===== src/rtl/data_mem_arb_pkg.sv =====
// Shared types and default widths for the data-memory arbiter.
// The burst engine state encoding also lives here.
package data_mem_arb_pkg;

  localparam int DATA_W_DEF   = 24;
  localparam int ADDR_W_DEF   = 24;
  localparam int LEN_W_DEF    = 12;
  localparam int MAX_WAIT_DEF = 16;

  typedef enum logic [1:0] {
    IDLE = 2'd0,
    RUN  = 2'd1,
    DONE = 2'd2
  } arb_state_e;

endpackage


===== src/rtl/burst_counter.sv =====
// Burst address / remaining-word bookkeeping.
// The address wraps modulo 2**ADDR_W.
module burst_counter
  import data_mem_arb_pkg::*;
#(
  parameter int ADDR_W = ADDR_W_DEF,
  parameter int LEN_W  = LEN_W_DEF
) (
  input  logic              clk,
  input  logic              rst,
  input  logic              load_i,
  input  logic              step_i,
  input  logic [ADDR_W-1:0] addr_i,
  input  logic [LEN_W-1:0]  len_i,
  output logic [ADDR_W-1:0] cur_addr_o,
  output logic [LEN_W-1:0]  words_left_o,
  output logic              last_o
);

  logic [ADDR_W-1:0] cur_addr_q, cur_addr_d;
  logic [LEN_W-1:0]  words_left_q, words_left_d;

  always_comb begin
    cur_addr_d   = cur_addr_q;
    words_left_d = words_left_q;
    if (load_i) begin
      cur_addr_d   = addr_i;
      words_left_d = len_i;
    end else if (step_i && (words_left_q != '0)) begin
      cur_addr_d   = cur_addr_q + ADDR_W'(1);
      words_left_d = words_left_q - LEN_W'(1);
    end
  end

  always_ff @(posedge clk or negedge rst) begin
    if (!rst) begin
      cur_addr_q   <= '0;
      words_left_q <= '0;
    end else begin
      cur_addr_q   <= cur_addr_d;
      words_left_q <= words_left_d;
    end
  end

  assign cur_addr_o   = cur_addr_q;
  assign words_left_o = words_left_q;
  assign last_o       = (words_left_q == LEN_W'(1));

endmodule


===== src/rtl/data_mem_arbiter.sv =====
// Data-memory port arbiter: CPU always wins, a burst engine fills idle cycles.
// The CPU path is purely combinational so the pipeline sees no added latency.
module data_mem_arbiter
  import data_mem_arb_pkg::*;
#(
  parameter int DATA_W   = DATA_W_DEF,
  parameter int ADDR_W   = ADDR_W_DEF,
  parameter int LEN_W    = LEN_W_DEF,
  parameter int MAX_WAIT = MAX_WAIT_DEF
) (
  input  logic              clk,
  input  logic              rst,
  input  logic              cpu_mem_write,
  input  logic              cpu_mem_read,
  input  logic [ADDR_W-1:0] cpu_adr,
  input  logic [DATA_W-1:0] cpu_wdata,
  output logic [DATA_W-1:0] cpu_rdata,
  input  logic              burst_start,
  input  logic              burst_write,
  input  logic [ADDR_W-1:0] burst_addr,
  input  logic [LEN_W-1:0]  burst_len,
  input  logic [DATA_W-1:0] wr_data,
  input  logic              wr_valid,
  output logic              wr_ready,
  output logic [DATA_W-1:0] rd_data,
  output logic              rd_valid,
  output logic              busy,
  output logic              done,
  output logic              starve,
  output logic              ram_we,
  output logic [ADDR_W-1:0] ram_adr,
  output logic [DATA_W-1:0] ram_wdata,
  input  logic [DATA_W-1:0] ram_rdata
);

  localparam int WAIT_W = $clog2(MAX_WAIT + 1);

  arb_state_e        state_q;
  logic              write_q;
  logic              busy_q;
  logic              done_q;
  logic              rd_valid_q;
  logic [DATA_W-1:0] rd_data_q;
  logic [ADDR_W-1:0] ram_adr_q;
  logic [DATA_W-1:0] ram_wdata_q;
  logic [WAIT_W-1:0] wait_cnt_q;

  logic [ADDR_W-1:0] cur_addr;
  logic [LEN_W-1:0]  words_left;
  logic              last_word;

  logic cpu_access;
  logic slot_free;
  logic burst_access;
  logic burst_rd;
  logic load;

  // Reset masks the CPU request so every RAM-side output is quiet while rst is low.
  assign cpu_access   = rst & (cpu_mem_write | cpu_mem_read);
  assign slot_free    = (state_q == RUN) & ~cpu_access & (words_left != '0);
  assign burst_access = slot_free & (~write_q | wr_valid);
  assign burst_rd     = burst_access & ~write_q;
  assign load         = (state_q == IDLE) & burst_start & (burst_len != '0);

  burst_counter #(
    .ADDR_W (ADDR_W),
    .LEN_W  (LEN_W)
  ) u_burst_counter (
    .clk          (clk),
    .rst          (rst),
    .load_i       (load),
    .step_i       (burst_access),
    .addr_i       (burst_addr),
    .len_i        (burst_len),
    .cur_addr_o   (cur_addr),
    .words_left_o (words_left),
    .last_o       (last_word)
  );

  always_comb begin
    ram_we    = 1'b0;
    ram_adr   = ram_adr_q;
    ram_wdata = ram_wdata_q;
    if (cpu_access) begin
      ram_we    = cpu_mem_write;
      ram_adr   = cpu_adr;
      ram_wdata = cpu_wdata;
    end else if (burst_access) begin
      ram_we    = write_q;
      ram_adr   = cur_addr;
      if (write_q) begin
        ram_wdata = wr_data;
      end
    end
  end

  assign cpu_rdata = ram_rdata;
  assign wr_ready  = slot_free & write_q;
  assign rd_data   = rd_data_q;
  assign rd_valid  = rd_valid_q;
  assign busy      = busy_q;
  assign done      = done_q;
  assign starve    = (wait_cnt_q >= WAIT_W'(MAX_WAIT));

  always_ff @(posedge clk or negedge rst) begin
    if (!rst) begin
      state_q     <= IDLE;
      write_q     <= 1'b0;
      busy_q      <= 1'b0;
      done_q      <= 1'b0;
      rd_valid_q  <= 1'b0;
      rd_data_q   <= '0;
      ram_adr_q   <= '0;
      ram_wdata_q <= '0;
      wait_cnt_q  <= '0;
    end else begin
      ram_adr_q   <= ram_adr;
      ram_wdata_q <= ram_wdata;
      rd_valid_q  <= burst_rd;
      if (burst_rd) begin
        rd_data_q <= ram_rdata;
      end
      case (state_q)
        IDLE: begin
          wait_cnt_q <= '0;
          if (burst_start) begin
            write_q <= burst_write;
            busy_q  <= 1'b1;
            if (burst_len == '0) begin
              state_q <= DONE;
              done_q  <= 1'b1;
            end else begin
              state_q <= RUN;
            end
          end
        end
        RUN: begin
          if (burst_access) begin
            wait_cnt_q <= '0;
            if (last_word) begin
              state_q <= DONE;
              done_q  <= 1'b1;
            end
          end else if (cpu_access && (wait_cnt_q != WAIT_W'(MAX_WAIT))) begin
            // Saturate so starve stays asserted however long the CPU keeps the port.
            wait_cnt_q <= wait_cnt_q + WAIT_W'(1);
          end
        end
        DONE: begin
          state_q    <= IDLE;
          busy_q     <= 1'b0;
          done_q     <= 1'b0;
          wait_cnt_q <= '0;
        end
        default: begin
          state_q    <= IDLE;
          busy_q     <= 1'b0;
          done_q     <= 1'b0;
          wait_cnt_q <= '0;
        end
      endcase
    end
  end

endmodule


===== config.mk =====
export PLATFORM = sky130hd
export DESIGN_NAME = data_mem_arbiter
export DESIGN_NICKNAME = d
export VERILOG_FILES = /design/src/rtl/data_mem_arb_pkg.sv /design/src/rtl/burst_counter.sv /design/src/rtl/data_mem_arbiter.sv
export SDC_FILE = /design/constraint.sdc
export NUM_CORES = 1
export LEC_CHECK = 0
export CORE_MARGIN = 4
export CORE_UTILIZATION = 44
export CTS_CLUSTER_DIAMETER = 40
export DETAILED_ROUTE_END_ITERATION = 10
export GPL_TIMING_DRIVEN = 0
export PLACE_DENSITY_LB_ADDON = 0.2
export SLEW_MARGIN = 10
export SYNTH_ARGS = -nofsm -noshare
export SYNTH_HDL_FRONTEND = slang
export SYNTH_SLANG_ARGS = --single-unit

===== constraint.sdc =====
create_clock -name clk -period 3.8 [get_ports clk]
set_input_delay 0.76 -clock clk [delete_from_list [all_inputs] [get_ports clk]]
set_output_delay 0.76 -clock clk [all_outputs]
set_load 0.02 [all_outputs]

# == Word-level counts from Yosys, hierarchy flattened ==
# Index checks and enable logic that the tools add are counted.
# classes
addsub,3
bitwise,13
eq_ne,8
order_cmp,1
reduce_logical,11
mux,26
# ops
operator,count
2-to-1 mux 24 bit,7
adder 24 x 1 -> 24 bit (second input constant),1
2-to-1 mux 12 bit,2
nonzero test 12 bit,2
2-to-1 mux 5 bit,3
equality test 12 x 1 -> 1 bit (second input constant),1
zero test 12 bit,1
subtractor 12 x 1 -> 12 bit (second input constant),1
AND 1 bit,8
2-to-1 mux 2 bit,4
2-to-1 mux 1 bit,7
inequality test 2 bit (second input constant),3
adder 5 x 1 -> 5 bit (second input constant),1
>= comparator 5 bit (second input constant),1
inequality test 5 bit (second input constant),1
one-hot mux 1 bit (2 select lines),2
one-hot mux 2 bit (2 select lines),1
AND reduction 2 bit,2
AND reduction 4 bit,1
inequality test 3 x 2 -> 1 bit (second input constant),1
inverter 1 bit,3
AND reduction 3 bit,1
equality test 2 x 1 -> 1 bit (second input constant),1
logical AND 1 bit,2
4 further kinds,5
# word_totals
ff_bits,119
out_inout_bits,102
input_bits,139

# == Depth between registers and ports, before layout ==
# depth
word_depth,9
ltp_mapped,9

# == Modules after synthesis ==
# Synthesis repeated with hierarchy kept, for this count alone.
# hier_totals
hier_cells,643
hier_area_um2,6271.0
# by_module_without_submodules
mod,instances,area_per_inst_um2,cells_per_inst
data_mem_arbiter,1,4127.7,411
burst_counter,1,2143.3,232

# == Worst setup path before layout ==
# Ideal clock, no wire load.
# synth_timing
path_kind,input port to output port
from,input port cpu_mem_read
to,output port ram_adr[3]
path_slack_ps,536
n_path_buf,1
path_stages,6
t_arrival_ps,2504
path_cell_list,o21ai_1 -> nand3_1 -> nor2_1 -> clkbuf_1 -> nand2_1 -> a31oi_1
# synth_via
elab_chain_len,8
# synth_lines
element,line_no,rtl
from (decl),data_mem_arbiter.sv:14,"input logic cpu_mem_read,"
bitwise OR 1 bit (*),data_mem_arbiter.sv:59,assign cpu_access = rst & (cpu_mem_write | cpu_mem_read);
AND 1 bit (*),data_mem_arbiter.sv:59,
inverter 1 bit,data_mem_arbiter.sv:60,assign slot_free = (state_q == RUN) & ~cpu_access & (words_left != '0);
AND 1 bit (2 in a row),data_mem_arbiter.sv:60,
AND 1 bit,data_mem_arbiter.sv:61,assign burst_access = slot_free & (~write_q | wr_valid);
2-to-1 mux 24 bit,data_mem_arbiter.sv:88,end else if (burst_access) begin
2-to-1 mux 24 bit (*),data_mem_arbiter.sv:84,if (cpu_access) begin
to (decl),data_mem_arbiter.sv:31,"output logic [ADDR_W-1:0] ram_adr,"
# Mark *: on every way between the ends. The rest lies on a longest branch, timed or not.

# == Worst setup path after layout ==
# layout_timing
from,register u_burst_counter.words_left_q[7] (netlist: u_burst_counter.words_left_o[7])
to,output port ram_wdata[10]
# layout_via
elab_chain_len,5
# layout_lines
element,line_no,rtl
from (decl),burst_counter.sv:21,"logic [LEN_W-1:0] words_left_q, words_left_d;"
from (signal assigned),burst_counter.sv:41,words_left_q <= words_left_d;
nonzero test 12 bit,data_mem_arbiter.sv:60,
AND 1 bit,data_mem_arbiter.sv:60,
AND 1 bit,data_mem_arbiter.sv:61,
2-to-1 mux 24 bit,data_mem_arbiter.sv:88,
2-to-1 mux 24 bit,data_mem_arbiter.sv:84,
to (decl),data_mem_arbiter.sv:32,"output logic [DATA_W-1:0] ram_wdata,"
# Every way passes these cells.

==> metrics.md <==
| Metric | Value |
|---|---|
| Die area | `about 0.016 mm^2` |
| Commonest cells in the netlist | `119 x dfrtp_1, 106 x nand2_1, 54 x nor2_1, 27 x buf_4, 26 x a31oi_1` |
| Max-slew violations | `0` |
| Vias in the first global route | `6,064` |
| DPL Wire Length | `14.6 mm` |
| EDFF count, synth | `0` |
| Synthesized netlist cell count | `roughly 610` |
| NumNets Final | `1,025` |
| Remaining antenna violation count | `0` |
| GP Congestion | `between 0.9 and 1` |
| Layout cells sized above 1 | `0.203` |
| Global route overflow | `0` |
| Critical path type | `reg2out` |
| Cell with the most instances after synthesis | `dfrtp_1` |
| Max-Cap Viols | `0` |
| Cts bufs inserted | `17` |
| Worst slew margin | `0.402` |
| Adder-cell area share of the yosys netlist | `0.0125` |
| Combinational share of power | `0.438` |
| Hold_buf cts | `0` |
| GRT Total Usage | `0.247` |
| Non-Filler Instances | `1,069` |
| P_leak | `4.04 nW` |
| Initial Util | `0.453` |
| Clk sinks | `119` |
| Antenna violations before repair | `0` |
| Clock power share | `0.239` |
| Die height | `125 um` |
| Crit share post-route | `0.988` |
| Final Worst Setup Slack | `44.3 ps` |
| Post-synthesis compound-gate area fraction | `0.124` |
| Final hold vios | `0` |
| HP Class | `in2async` |
| TritonCTS clock tree | `built` |
| Largest net degree at the start of global routing | `79` |
| Share of the synthesized area in the top cell type | `0.495` |
| Simple-Gate Fraction of Synth Area | `0.192` |
| Switch Pwr | `2.54 mW` |
| Post-synthesis mux area share | `0.0867` |
| Worst Setup End Kind | `primary output` |
| H-tree levels | `4` |
| Least-Margin Pin Slew | `a little under 900 ps` |
| Reg power frac | `0.323` |
| PD cells | `718 mW/mm^2` |
| Avg Inst Size Synth | `9.80 um^2` |
| R2R Setup Slk | `1110 ps` |
| Die Wd | `125 um` |
| Critical Path RT | `3040 ps` |
| Clock-pin slew on the worst setup and hold paths | `about 50 ps` |
| Internal | `approximately 4.1 mW` |
| FP Rows | `42` |
| Crit path cell chain | `or4_4 -> buf_6 -> or4_4 -> nand4_4 -> buf_12 -> mux2i_1 -> o21ai_2 -> buf_2` |
| PortBufs | `240` |
| Via-to-Cell Ratio | `around 5.5` |
| Pwr Total | `about 6.7 mW` |
| Routed WL | `19.8 mm` |
| Inst Count DP | `roughly 1.0k` |
| First-pass GRT wire length | `31.6 mm` |
| Clk Latency, worst-skew pair | `410 ps` |
| Max IR drop VDD | `0.000377 V` |
| Placed Area | `around 0.0087 mm^2` |
| Max clock buf depth | `2` |
| Status | `complete, no violations` |
| Residual DRC | `0` |
| Area growth from synthesis to layout | `54.0%` |
| Ports | `241` |
| Clock root cell | `clkbuf_16` |
| Post-Synth XOR/XNOR Area | `0.0218` |
| Crit path DAT | `3000 ps` |
| Post-place setup slack | `-1200 ps` |
| Asr flop ratio synth | `1.00` |
| Via count | `5,879` |
| RSZ-0062 raised after global routing | `true` |
| Leading post-synthesis cells by cell area | `dfrtp_1 49%, nand2_1 6.6%, mux2_2 4.7%` |
| Antenna diodes | `0` |
| Initial DRC Count | `529` |
| Final instance area | `0.00927 mm^2` |
| Startpoint Class | `register` |
| Max Freq | `0.266 GHz` |
| Sequential fraction of the synthesis area | `0.495` |
| Min Hold Slack | `274 ps` |
| DRT Pass-1 Iters | `5` |
| Final Util | `0.697` |
| Main combinational cell family by area after synthesis | `simple AND/OR/NAND/NOR gates` |
| Setup TNS | `0 ps` |
| Switching share of power | `0.382` |
| Post-synthesis cell area | `0.00602 mm^2` |
| CP max stage cell | `or4_4` |
| Syn_nets | `between 700 and 800` |
| Total core area | `0.0133 mm^2` |
| Most Frequent Cell on Critical Path | `or4_4` |
| Warnings from Yosys | `0` |
| Fin Clk Skew | `between 9 and 10 ps` |
| Crit-path max FO | `10` |
| Unique masters post-synth | `58` |
| Synth area leader | `dfrtp_1` |
| Top_reg_cell synth | `dfrtp_1` |
| Routed len/inst | `roughly 18 um` |
| Final setup viols | `0` |
| Yosys reg bits | `119` |
| Crit path time final | `3760 ps` |
| CP max stage delay | `570 ps` |
[cell families after synthesis]
| group | count (synthesis) |
|---|---|
| flops | 119 |
| fa+ha+maj | 6 |
| compound gates | 117 |
| mux | 49 |
| buf+inv | 65 |
| xor+xnor | 15 |
| simple gates | 243 |
[critical path: cells and delay by family, from the launching register on]
kind            cells  cell delay [ps]
flops               1              400
compound gates      1               90
simple gates        3             1350
mux                 1              230
buf+inv             3              520
[final cells by class]
class | instances | area [um^2]
Buffer | 54 | 380
Clock buffer | 23 | 488
Clock inverter | 9 | 97.6
Fill cell | 1040 | 4030
Inverter | 9 | 33.8
Multi-Input combinational cell | 430 | 2760
Sequential cell | 119 | 2980
Tap cell | 176 | 220
Timing Repair Buffer | 249 | 2310
[sequential cells by signal, summed over array words and instances, names as in the netlist]
| name | flops |
|---|---|
| u_burst_counter.cur_addr_o | 24 |
| state_q | 2 |
| done | 1 |
| wait_cnt_q | 5 |
| ram_wdata_q | 24 |
| write_q | 1 |
| u_burst_counter.words_left_o | 12 |
| ram_adr_q | 24 |
| rd_valid | 1 |
| rd_data | 24 |
| busy | 1 |
[per-layer routing]
layer / wire length [um] / vias to the layer above / track usage / part of all wire
met5: 0 / - / 0 / 0
met4: 429 / 0 / 0.0893 / 0.022
met3: 1450 / 44 / 0.0580 / 0.073
met2: 9740 / 307 / 0.418 / 0.49
met1: 8130 / 2823 / 0.311 / 0.41
li1: - / 2705 / - / -
[power groups by stage]
stage | logic [mW] | registers, mW | clock network, mW
after floorplan | 1.55 | 2.25 | 0
after global placement | 2.84 | 2.12 | 0
after detailed placement | 2.90 | 2.15 | 0
after CTS | 2.86 | 2.13 | 1.60
after global routing | 3.13 | 2.21 | 1.67
final | 2.92 | 2.15 | 1.59
[final timing paths]
path	startpoint	endpoint	cells after the start
min	rst	ram_wdata_q[9]$_DFF_PN0_	1
max reg2reg	state_q[1]$_DFFE_PN0P_	u_burst_counter.cur_addr_o[8]$_DFFE_PN0P_	5
max in group asynchronous	rst	wait_cnt_q[3]$_DFFE_PN0P_	2
min in group clk	rd_data[2]$_DFFE_PN0P_	rd_data[2]$_DFFE_PN0P_	1
max	u_burst_counter.words_left_o[7]$_DFFE_PN0P_	ram_wdata[10]	8
min reg2reg	rd_data[2]$_DFFE_PN0P_	rd_data[2]$_DFFE_PN0P_	1
[timing repair]
item,4_1_cts,5_1_grt
gates resized for setup,221,55
setup endpoints to repair,50,48
hold endpoints to repair,0,0
gates cloned,0,1
buffers inserted,3,4
pin swaps,0,3
[layout by cell type, fill, tap and decap left out, drive strengths merged, types with 7 or more instances in the layout]
| cell | instances |
|---|---|
| clkdlybuf4s50 | 190 |
| dfrtp | 119 |
| nand2 | 107 |
| buf | 89 |
| nor2 | 54 |
| clkbuf | 45 |
| o21ai | 42 |
| a31oi | 26 |
| mux2 | 25 |
| mux2i | 24 |
| nand3 | 18 |
| nand4 | 13 |
| nor4 | 12 |
| inv | 9 |
| a21oi | 9 |
| xor2 | 9 |
| o211ai | 7 |
| nor3 | 7 |
No activity file was read; power rests on OpenSTA's default activity.
